**src/rtl/hack_pkg.sv**
```systemverilog
// -----------------------------------------------------------------------------
// hack_pkg
// Shared definitions for the Hack hardware platform datapath blocks.
//   WORD_W    : native data word width of the platform (16 bits)
//   word_t    : one data word, bit 15 is the MSB / two's-complement sign bit
//   ZERO_WORD : all-zero word, the default reset value for word registers
// -----------------------------------------------------------------------------
package hack_pkg;

    localparam int WORD_W = 16;

    typedef logic [WORD_W-1:0] word_t;

    localparam word_t ZERO_WORD = 16'h0000;

endpackage : hack_pkg

```
**src/rtl/and1.sv**
```systemverilog
// -----------------------------------------------------------------------------
// and1
// Single-bit AND built from two NAND cells: the first NAND forms ~(a & b),
// the second NAND has both inputs tied together and acts as an inverter.
// A 0 on either input forces the first NAND to 1 and therefore y to 0, even
// when the other input is unknown.
// Ports:
//   a, b : inputs
//   y    : a & b
// -----------------------------------------------------------------------------
module and1 (
    input  logic a,
    input  logic b,
    output logic y
);

    logic nand_ab;

    nand2 u_nand (
        .a (a),
        .b (b),
        .y (nand_ab)
    );

    // NAND with both inputs tied is a NOT gate.
    nand2 u_not (
        .a (nand_ab),
        .b (nand_ab),
        .y (y)
    );

endmodule : and1

```
**src/rtl/nand2.sv**
```systemverilog
// -----------------------------------------------------------------------------
// nand2
// Two-input NAND, the single primitive that the Hack gate library is built
// from. Every other gate in the library is composed of instances of this cell.
// Ports:
//   a, b : inputs
//   y    : ~(a & b)
// -----------------------------------------------------------------------------
module nand2 (
    input  logic a,
    input  logic b,
    output logic y
);

    assign y = ~(a & b);

endmodule : nand2

```
**src/rtl/and16.sv**
```systemverilog
// -----------------------------------------------------------------------------
// and16
// 16-bit bitwise AND of the Hack platform, assembled from sixteen and1 cells.
// The combinational result is presented with zero latency on out; a registered
// copy with a valid flag is provided for pipelined consumers (ALU, CPU).
// Parameters:
//   WIDTH     : bus width, only 16 is accepted
//   RESET_VAL : value loaded into out_q while reset is asserted
// Ports:
//   clk       : clock, all registers update on its rising edge
//   reset     : synchronous, active-high reset
//   in_a      : operand A
//   in_b      : operand B
//   out       : in_a & in_b, combinational, unaffected by reset
//   out_q     : in_a & in_b sampled at the previous rising edge
//   out_valid : high once out_q holds a result sampled since reset
// -----------------------------------------------------------------------------
module and16
    import hack_pkg::*;
#(
    parameter int    WIDTH     = WORD_W,
    parameter word_t RESET_VAL = ZERO_WORD
) (
    input  logic             clk,
    input  logic             reset,
    input  logic [WIDTH-1:0] in_a,
    input  logic [WIDTH-1:0] in_b,
    output logic [WIDTH-1:0] out,
    output logic [WIDTH-1:0] out_q,
    output logic             out_valid
);

    // The gate is defined for the platform word only.
    generate
        if (WIDTH != WORD_W) begin : g_bad_width
            $error("and16: WIDTH must be 16");
        end
    endgenerate

    // -------------------------------------------------------------------------
    // Combinational path: one and1 cell per bit, no behavioural AND here.
    // -------------------------------------------------------------------------
    logic [WIDTH-1:0] and_w;

    generate
        for (genvar i = 0; i < WIDTH; i++) begin : g_bit
            and1 u_and1 (
                .a (in_a[i]),
                .b (in_b[i]),
                .y (and_w[i])
            );
        end
    endgenerate

    assign out = and_w;

    // -------------------------------------------------------------------------
    // Registered copy. The load value is the same gate-level result that
    // drives out, so both paths always agree bit for bit.
    // -------------------------------------------------------------------------
    logic [WIDTH-1:0] out_d;
    logic             valid_d;
    logic             valid_q;

    always_comb begin
        out_d   = and_w;
        valid_d = 1'b1;
    end

    always_ff @(posedge clk) begin
        if (reset) begin
            out_q   <= RESET_VAL;
            valid_q <= 1'b0;
        end else begin
            out_q   <= out_d;
            valid_q <= valid_d;
        end
    end

    assign out_valid = valid_q;

endmodule : and16

```
**config.mk**
```make
export PLATFORM = sky130hd
export DESIGN_NAME = and16
export DESIGN_NICKNAME = d
export VERILOG_FILES = /design/src/rtl/hack_pkg.sv /design/src/rtl/and1.sv /design/src/rtl/nand2.sv /design/src/rtl/and16.sv
export SDC_FILE = /design/constraint.sdc
export NUM_CORES = 1
export LEC_CHECK = 0
export CORE_MARGIN = 2
export CORE_UTILIZATION = 24
export CTS_CLUSTER_DIAMETER = 100
export DETAILED_ROUTE_END_ITERATION = 16
export GPL_TIMING_DRIVEN = 0
export PLACE_DENSITY_LB_ADDON = 0.08
export SLEW_MARGIN = 15
export SYNTH_ARGS = -nofsm -noshare
export SYNTH_HDL_FRONTEND = slang
export SYNTH_HIERARCHICAL = 1
export SYNTH_SLANG_ARGS = --single-unit
```
**constraint.sdc**
```tcl
create_clock -name clk -period 0.8 [get_ports clk]
set_clock_uncertainty 0.2 [all_clocks]
set_input_delay 0.12 -clock clk [delete_from_list [all_inputs] [get_ports clk]]
set_output_delay 0.12 -clock clk [all_outputs]
set_load 0.01 [all_outputs]
```
==> parameters.txt, run 1 <==
Parameter                              Value

Worst setup path
  Slowest CP cell ... dfxtp_1
  CP Data Required Time ... 480 ps
  CP Capture Type ... primary output
  Worst path arrival time ... 730 ps
  Critical path depth in cells ... 1
  Category of the most critical setup path ... reg2out
  Worst path top cell family by delay ... flip-flops
  Critical path launch point ... out_q[13]
  Critical Path Fanout Max ... 1
  Capture point of the worst path ... out_q[13]
  Buffers plus inverters on the worst setup path ... 1
  Series of cell instances along the critical path ... buf_2
  Delay of the slowest cell on the worst path ... around 320 ps
  Kind of start point of the critical path ... register

Place
  Final GP Congestion ... 0.5920
  Instance area at placement ... 0.001291 mm2
  Pre-CTS setup slack ... -809.7 ps
  Quantity of I/O buffers inserted on ports ... 66

Global routing
  Via count of the first global-routing pass ... 553
  Overall global routing resource usage ... 10.75%
  Number of antenna violations at the first check in global routing ... 0
  Largest net degree at the start of global routing ... 11
  Aggregate global routing overflow ... 0
  Global-route wire length before repair ... ~2200 um

STA
  Maximum achievable frequency ... between 0.9 and 1 GHz
  Final Hold Vio Count ... 12
  Final critical-path share of the clock period ... 131.5%
  Worst hold margin ... -60.07 ps
  Slew margin rel. ... 83.50%
  Slack of the critical path ... -251.8 ps
  Number of setup violations in the final report ... 17
  Tightest Pin Transition ... 247.4 ps
  Final Max Slew Viols ... 0
  Shortest clock period the worst path allows after layout ... 1052 ps
  RSZ-0062 raised after global routing ... true

Synth
  Flops & latches, synth ... 17
  Adder-Cell Fraction of Synth Area ... 0%
  Synth top area share ... 57.38%
  Number of instances in the synthesized netlist ... 67
  Fraction of the yosys area taken by sequential cells ... a little under three fifths
  Post-synth top area cell ... dfxtp_1
  Asr flop ratio synth ... 0%
  Synthesized area per cell ... 8.852 um2
  Parity-gate share of the synthesized area counting xor and xnor cells ... 0%
  Fraction of the mapped netlist area in compound gates ... 0%
  Post-synth design cell area ... between 500 and 600 um2
  Post-synthesis share of cell area spent on and, or, nand and nor gates ... 40.08%
  Ranking of synthesized cells by instance count ... nand2_1 (32), dfxtp_1 (17), nor2b_1 (9)
  Dominant combinational cell family by area after synthesis ... simple AND/OR/NAND/NOR gates
  Share of cell area taken by muxes after synthesis ... 0%
  Number of synthesized flops with an enable pin ... 0
  Warnings, synthesis ... 6
  Synth top area cells ... dfxtp_1 (57%), nand2_1 (20%), and2b_2 (10%)
  Net count after synthesis ... 101
  Count leader, synth ... nand2_1
  Flip-flop cell with the highest count after synthesis ... dfxtp_1
  Netlist cell types ... 6

Clocking
  Number of clock buffers inserted by TritonCTS ... 3
  Clock tree root buffer cell ... clkbuf_4
  Clock-pin transition on the worst setup and hold timing paths ... 100 ps
  Sink count of the clock tree ... 17
  TritonCTS clock tree ... built
  Longest Clk Path Bufs ... 2
  H-tree depth reported by CTS ... 1

Route
  Antenna violation net count after detailed routing ... 0
  Final wirelength ... 1779 um
  Number of DRC markers in iteration 0 ... 0
  Drt pass-1 iters ... 1
  WL/cell ... 10.34 um
  Vias ... 683
  Vias per cell ... 3.971
  DRC viols ... 0

Pwr
  Switch Pwr ... around 530 uW
  Lkg Pwr ... between 0.0007 and 0.0008 uW
  Proportion of total power due to net switching ... 26.22%
  Proportion of power drawn by flip-flops and latches ... 45.0%
  Clock power frac ... 22.7%
  Comb pwr share ... 32.4%
  Total power consumption of the routed design ... 2036 uW
  Pwr dens ... 1403 mW/mm2
  Int Power ... 1502 uW
  Peak supply drop ... 1.047 mV

Final layout
  Ratio of cells with drive above 1 in the final layout ... 82.39%
  Final design instance area without fill ... between 0.001 and 0.0015 mm2
  Area grow syn2layout ... 144.7%
  Utilization after layout ... 60.23%
  Net count reported at finish ... 177
  Number of antenna cells inserted ... 0

Floorplanning
  Die area ... 0.002885 mm2
  Die Wd ... approximately 54 um
  Core region area ... 0.002410 mm2
  Number of core rows ... 18
  Die Span Y ... 53.71 um
  Starting Density ... between 20% and 30%
  Number of placed I/O pins ... 67

Status
  Status ... finished with violations
  Violated checks ... negative hold slack, negative setup slack

Min path
  Class of the most critical hold timing path ... in2reg

Flow run
  Max-capacitance violation count ... 0
==> worst min path at each step <==
stage	start	endpoint	slack (ps)	cells past startpoint
3_3_place_gp	in_b[9]	out_q[9]	610	4
4_1_cts	in_a[8]	out_q[8]	-60	4
6_report	in_a[8]	out_q[8]	-60	4
2_1_floorplan	reset	out_valid	100	2
5_1_grt	in_a[8]	out_q[8]	-60	4
3_5_place_dp	in_a[8]	out_q[8]	620	4
==> logic make-up after synthesis <==
group | Yosys count
buffers and inverters | 2
DFF | 17
and+or+nand+nor | 48
==> per-layer routing <==
metal | global-route usage, % | up-vias | part of all wire, %
li1 | - | 349 | -
met1 | 10.73 | 300 | 30
met2 | 18.50 | 32 | 59
met3 | 3.611 | 2 | 11
met4 | 7.692 | 0 | 1.0
met5 | 0 | - | 0
==> final cells by class <==
cell class	count	area, um2
plain buffers	1	11.26
multi-input cells	48	360.3
flip-flops and latches	17	346.6
fillers	228	958.4
inverters	1	3.754
well taps	30	37.54
clock buffers	4	26.28
repair buffers	71	665.6
==> repair_timing <==
| action | 4_1_cts | 5_1_grt |
|---|---|---|
| endpoints found under the hold margin | 13 | 12 |
| resized for setup | 256 | 65 |
| endpoints found under the setup margin | 50 | 33 |
| pin swaps | 32 | 30 |
| buffers inserted | 4 | 1 |
==> flip-flops by register name (all words and copies together), names as in the netlist <==
name       count
out_q         16
out_valid      1
==> cell usage in the layout, fill, tap and decap left out <==
cell type	instances
dfxtp_2	5
dlygate4sd2_1	1
dfxtp_1	12
inv_1	1
buf_6	48
nand2_1	1
buf_4	5
clkbuf_4	3
nand2_4	9
nor2b_1	9
and2b_2	7
nand2_2	22
buf_2	18
clkbuf_1	1
==> power by group through the flow <==
stage               clock [uW]  combinational (uW)  sequential (uW)
floorplan                    0                 143              961
global placement             0                 569              930
detailed placement           0                 580              931
CTS                        502                 474              909
global route               520                 706              921
finish                     462                 659              916
==> stage by stage <==
step / std cells / setup TNS, ps
2_1_floorplan: 67 / 0
3_3_place_gp: 163 / -26430
3_5_place_dp: 163 / -26920
4_1_cts: 171 / -4488
5_1_grt: 172 / -4781
6_report: 172 / -4103
No activity file was read; power rests on OpenSTA's default activity.
==> run 2: changes to the inputs <==
- CORE_ASPECT_RATIO: not set -> 0.5
- CORE_UTILIZATION: 24 -> 27
- GPL_ROUTABILITY_DRIVEN: not set -> 0
- SYNTH_HIERARCHICAL: 1 -> not set
==> parameters.txt, run 2 <==
Parameter                              Value

Synth
  Count leader, synth ... dfxtp_1
  Net count after synthesis ... 101 (unchanged)
  Synth top area cells ... dfxtp_1 (47%), buf_4 (17%), and2_1 (14%)
  Number of instances in the synthesized netlist ... 67 (unchanged)
  Flip-flop cell with the highest count after synthesis ... dfxtp_1
  Post-synth top area cell ... dfxtp_1
  Synth top area share ... 46.98% (-10 points)
  Post-synth design cell area ... 724.4 um2 (+22%)
  Flops & latches, synth ... 17 (unchanged)
  Asr flop ratio synth ... 0% (unchanged)
  Warnings, synthesis ... 0 (-6)
  Netlist cell types ... 7 (+1)
  Synthesized area per cell ... 10.81 um2 (+22%)
  Number of synthesized flops with an enable pin ... 0 (unchanged)
  Ranking of synthesized cells by instance count ... dfxtp_1 (17), and2_1 (16), buf_4 (16)
  Fraction of the yosys area taken by sequential cells ... 46.98% (-10 points)

Place
  Quantity of I/O buffers inserted on ports ... 66 (unchanged)
  Pre-CTS setup slack ... -856.2 ps (-46.53 ps)
  Instance area at placement ... 0.001431 mm2 (+11%)

Global routing
  Number of antenna violations at the first check in global routing ... 0 (unchanged)
  Global-route wire length before repair ... 2290 um (+5.0%)
  Largest net degree at the start of global routing ... 11 (unchanged)
  Aggregate global routing overflow ... 0 (unchanged)
  Overall global routing resource usage ... 9.980% (-0.77 points)
  Via count of the first global-routing pass ... 515 (-6.9%)

STA
  Slack of the critical path ... -198.2 ps (+53.57 ps)
  Maximum achievable frequency ... 1.002 GHz (+5.4%)
  Number of setup violations in the final report ... 17 (unchanged)
  RSZ-0062 raised after global routing ... true
  Tightest Pin Transition ... 141.0 ps (-106.4 ps)
  Shortest clock period the worst path allows after layout ... 998.2 ps (-53.57 ps)
  Final critical-path share of the clock period ... 124.8% (-6.7 points)
  Final Max Slew Viols ... 0 (unchanged)
  Final Hold Vio Count ... 16 (+4)
  Worst hold margin ... -99.68 ps (-39.61 ps)
  Slew margin rel. ... 90.60% (+7.1 points)

Worst setup path
  Slowest CP cell ... dfxtp_1
  CP Data Required Time ... 480 ps (about the same)
  Worst path top cell family by delay ... flip-flops
  Series of cell instances along the critical path ... buf_2
  Kind of start point of the critical path ... register
  CP Capture Type ... primary output
  Critical path launch point ... out_q[3]
  Buffers plus inverters on the worst setup path ... 1 (unchanged)
  Worst path arrival time ... 680 ps (-50 ps)
  Delay of the slowest cell on the worst path ... 310 ps (about the same)
  Category of the most critical setup path ... reg2out
  Critical Path Fanout Max ... 1 (unchanged)

Pwr
  Lkg Pwr ... 0.0007093 uW (-8.4%)
  Int Power ... 1527 uW (+1.7%)
  Switch Pwr ... 414.5 uW (-22%)
  Total power consumption of the routed design ... 1942 uW (-4.6%)
  Comb pwr share ... 22.1% (-10 points)
  Clock power frac ... 32.1% (+9.4 points)
  Proportion of power drawn by flip-flops and latches ... 45.8% (+0.8 points)
  Pwr dens ... 1499 mW/mm2 (+6.9%)
  Peak supply drop ... 0.9432 mV (-9.9%)
  Proportion of total power due to net switching ... 21.35% (-4.9 points)

Route
  Number of DRC markers in iteration 0 ... 2 (+2)
  Final wirelength ... 1579 um (-11%)
  WL/cell ... 9.994 um (-3.4%)
  Vias ... 627 (-8.2%)
  Drt pass-1 iters ... 2 (+1)
  DRC viols ... 0 (unchanged)
  Antenna violation net count after detailed routing ... 0 (unchanged)
  Vias per cell ... 3.968 (about the same)

Final layout
  Area grow syn2layout ... 78.76%
  Register bank with the most flops ... out_q
  Net count reported at finish ... 156 (-12%)
  Number of flip-flops under the largest register name ... 16 (unchanged)
  Number of antenna cells inserted ... 0 (unchanged)
  Final design instance area without fill ... 0.001295 mm2 (-11%)
  Commonest non-fill, non-tap cell in the layout ... buf_6
  Ratio of cells with drive above 1 in the final layout ... 79.34% (-3.1 points)
  Most frequent cells in the layout ... buf_6 (36), buf_2 (30), and2_4 (16)

Clocking
  Clock-pin transition on the worst setup and hold timing paths ... 60 ps (-40 ps)
  Clock tree root buffer cell ... clkbuf_8
  Longest Clk Path Bufs ... 2 (unchanged)
  TritonCTS clock tree ... built
  Sink count of the clock tree ... 17 (unchanged)
  Number of clock buffers inserted by TritonCTS ... 3 (unchanged)
  H-tree depth reported by CTS ... 1 (unchanged)
  Post-CTS setup buffers ... 0 (-4)

Status
  Status ... finished with violations
  Violated checks ... negative hold slack, negative setup slack

Floorplanning
  Starting Density ... 28.19% (+3.6 points)
  Die Wd ... 77.26 um (+44%)
  Number of core rows ... 13 (-5)
  Number of placed I/O pins ... 67 (unchanged)
  Die area ... 0.003138 mm2 (+8.8%)
  Core region area ... 0.002570 mm2 (+6.6%)
  Die Span Y ... 40.63 um (-24%)

Min path
  Worst hold path startpoint ... in_b[7]
  Class of the most critical hold timing path ... in2reg

Flow run
  Max-capacitance violation count ... 0 (unchanged)
-- run 2: cell types whose count changed after synthesis, sizes merged --
cell / before / now
nand2: 32 / 0
and2: 0 / 16
and3b: 0 / 16
buf: 1 / 17
nor2b: 9 / 0
and2b: 7 / 0
-- run 2: cell families (layout without fill, tap and decap cells) --
| family | count (synthesis) | in the layout | share of synthesized area [%] |
|---|---|---|---|
| buffers and inverters | 18 | 72 | 18.65 |
| flip-flops | 17 | 17 | 46.98 |
| AND/OR/NAND/NOR | 32 | 32 | 34.37 |
-- run 2: final timing paths --
path	to	slack, ps	cells after the start
setup / recovery	out_q[3]	-200	1
hold / removal	out_q[7]	-100	2
-- run 2: area by class of cell --
class	instances	area, um2
Inverter	1	3.754
Multi-Input combinational cell	32	289.0
Buffer	1	11.26
Tap cell	37	46.29
Clock buffer	4	45.04
Fill cell	259	1275
Timing Repair Buffer	66	555.5
Sequential cell	17	344.1
-- run 2: timing repair --
action,CTS,global route
gates resized for setup,278,13
endpoints found under the setup margin,50,24
pin swaps,16,7
endpoints found under the hold margin,16,16
-- run 2: metal layers --
metal	routed length [um]	part of all wire, %	GRT usage (%)	vias up
met3	200	13	5.947	2
met4	19	1.2	4.018	0
met2	792	50	17.83	36
met1	566	36	10.19	282
met5	0	0	0	-
li1	-	-	-	307
-- run 2: metrics by stage --
stage | setup TNS, ps | std cells | util [%]
6_report | -3198 | 158 | 50.39
5_1_grt | -3830 | 158 | 50.39
4_1_cts | -3462 | 158 | 47.81
3_5_place_dp | -28880 | 170 | 55.70
3_3_place_gp | -28630 | 170 | 55.70
2_1_floorplan | 0 | 67 | -
-- run 2: power by group through the flow --
stage / Combinational [uW] / Clock [uW] / Sequential, uW
6_report: 429 / 623 / 890
5_1_grt: 462 / 710 / 892
4_1_cts: 410 / 663 / 887
3_5_place_dp: 498 / 0 / 909
3_3_place_gp: 495 / 0 / 907
2_1_floorplan: 149 / 0 / 928
==> run 3: changes to the inputs <==
- clock period: 0.8 -> 0.86 ns (I/O delays scaled with it)
==> parameters.txt, run 3 (synthesized netlist as in run 2, its figures left out) <==
Parameter                              Value

Global routing
  Met3 usage in global routing ... 5.947% (unchanged)
  Largest net degree at the start of global routing ... 11 (unchanged)
  Met2 capacity usage during global routing ... 17.61% (-0.22 points)
  Most crowded layer after global routing ... met2
  Via count of the first global-routing pass ... 507 (-1.6%)
  Number of antenna violations at the first check in global routing ... 0 (unchanged)
  Global-route wire length before repair ... 2304 um (+0.61%)
  Aggregate global routing overflow ... 0 (unchanged)
  Global-route met1 utilization ... 10.45% (+0.26 points)
  Overall global routing resource usage ... 10.03% (+0.051 points)

Final layout
  Register area ... 344.1 um2 (unchanged)
  Area grow syn2layout ... 63.90%
  Commonest non-fill, non-tap cell in the layout ... buf_2
  Number of flip-flops under the largest register name ... 16 (unchanged)
  Utilization after layout ... 46.20% (-4.2 points)
  Area of the multi-input gates ... 281.5 um2 (-2.6%)
  Register bank with the most flops ... out_q
  Ratio of cells with drive above 1 in the final layout ... 76.86% (-2.5 points)
  Final design instance area without fill ... 0.001187 mm2 (-8.3%)
  Most frequent cells in the layout ... buf_2 (46), buf_6 (20), dfxtp_1 (14)
  Net count reported at finish ... 156 (unchanged)
  Number of antenna cells inserted ... 0 (unchanged)
  Final-layout fill cell count ... 278 (+7.3%)

Floorplanning
  Core region area ... 0.002570 mm2 (unchanged)
  Die Wd ... 77.26 um (unchanged)
  Starting Density ... 28.19% (unchanged)
  Die area ... 0.003138 mm2 (unchanged)
  Number of placed I/O pins ... 67 (unchanged)
  Die Span Y ... 40.63 um (unchanged)
  Number of core rows ... 13 (unchanged)

Route
  WL/cell ... 9.968 um (-0.25%)
  Antenna violation net count after detailed routing ... 0 (unchanged)
  Number of DRC markers in iteration 0 ... 2 (unchanged)
  Vias ... 622 (-0.80%)
  Drt pass-1 iters ... 2 (unchanged)
  DRC viols ... 0 (unchanged)
  Vias per cell ... 3.937 (-0.80%)
  Final wirelength ... 1575 um (-0.25%)

STA
  Final Max Slew Viols ... 0 (unchanged)
  Tightest Pin Transition ... 140.1 ps (-0.9129 ps)
  Slack of the critical path ... -147.4 ps (+50.80 ps)
  Shortest clock period the worst path allows after layout ... between 1000 and 1500 ps
  Final critical-path share of the clock period ... 117.1%
  Number of setup violations in the final report ... 17 (unchanged)
  Worst hold margin ... -72.04 ps (+27.64 ps)
  Maximum achievable frequency ... 0.9926 GHz
  Final Hold Vio Count ... 16 (unchanged)
  RSZ-0062 raised after global routing ... true
  Slew margin rel. ... 90.66% (about the same)

Worst setup path
  Buffers plus inverters on the worst setup path ... 1 (unchanged)
  CP Capture Type ... primary output
  CP Data Required Time ... 530 ps (+50 ps)
  Worst path top cell family by delay ... flip-flops
  Worst path arrival time ... 680 ps (about the same)
  Series of cell instances along the critical path ... buf_2
  Category of the most critical setup path ... reg2out
  Delay of the slowest cell on the worst path ... 310 ps (about the same)
  Critical Path Fanout Max ... 1 (unchanged)
  Slowest CP cell ... dfxtp_1
  Kind of start point of the critical path ... register

Pwr
  Lkg Pwr ... 0.0006698 uW (-5.6%)
  Pwr dens ... 1479 mW/mm2 (-1.4%)
  Peak supply drop ... 0.8765 mV (-7.1%)

Place
  Instance area at placement ... 0.001431 mm2 (unchanged)
  Pre-CTS setup slack ... -814.2 ps (+42.00 ps)
  Quantity of I/O buffers inserted on ports ... 66 (unchanged)

Clocking
  TritonCTS clock tree ... built
  Clock tree root buffer cell ... clkbuf_8
  Clock-pin transition on the worst setup and hold timing paths ... 60 ps (about the same)
  H-tree depth reported by CTS ... 1 (unchanged)
  Sink count of the clock tree ... 17 (unchanged)
  Number of clock buffers inserted by TritonCTS ... 3 (unchanged)
  Post-CTS setup buffers ... 0 (unchanged)
  Longest Clk Path Bufs ... 2 (unchanged)

Flow run
  Max-capacitance violation count ... 0 (unchanged)

Status
  Status ... finished with violations
  Violated checks ... negative hold slack, negative setup slack

Min path
  Class of the most critical hold timing path ... in2reg
run 3: layout make-up:
class	instances	area share (%)
plain buffers	1	0.9484
clock buffers	4	3.793
inverters	1	0.3161
multi-input cells	32	23.71
flip-flops and latches	17	28.98
well taps	37	3.899
repair buffers	66	38.36
run 3: layer usage:
layer	up-vias	routed length (um)
met3	2	197
li1	307	-
met4	0	19
met2	36	772
met1	277	586
met5	-	0
run 3: worst paths after layout:
path,to,slack [ps],from,cells past startpoint
worst min-delay path,out_q[9],-70,in_a[9],2
worst max-delay path,out_q[3],-150,out_q[3],1
run 3: per-stage QoR:
stage               TNS (ps)  power, uW  hold slack, ps  instances
floorplan                  0       1002           84.75         67
global placement      -26220       1305           543.0        170
detailed placement    -26480       1309           549.0        170
CTS                    -2595       1793          -77.73        158
global route           -2963       1869          -79.53        158
finish                 -2331       1756          -72.04        158
run 3: timing repair:
item | CTS | global route
pin swaps | 16 | 0
resized for setup | 266 | 6
setup endpoints to repair | 50 | 17
gates cloned | 0 | 0
hold endpoints to repair | 16 | 16
run 3: where the power goes:
| part | total [uW] | leakage [uW] | switching (uW) | internal [uW] |
|---|---|---|---|---|
| Combinational | 348 | 0.000506 | 126 | 222 |
| Sequential | 828 | 0.000141 | 7.04 | 821 |
| Clock | 580 | 0.0000228 | 252 | 328 |
| Total | 1760 | 0.000670 | 385 | 1370 |
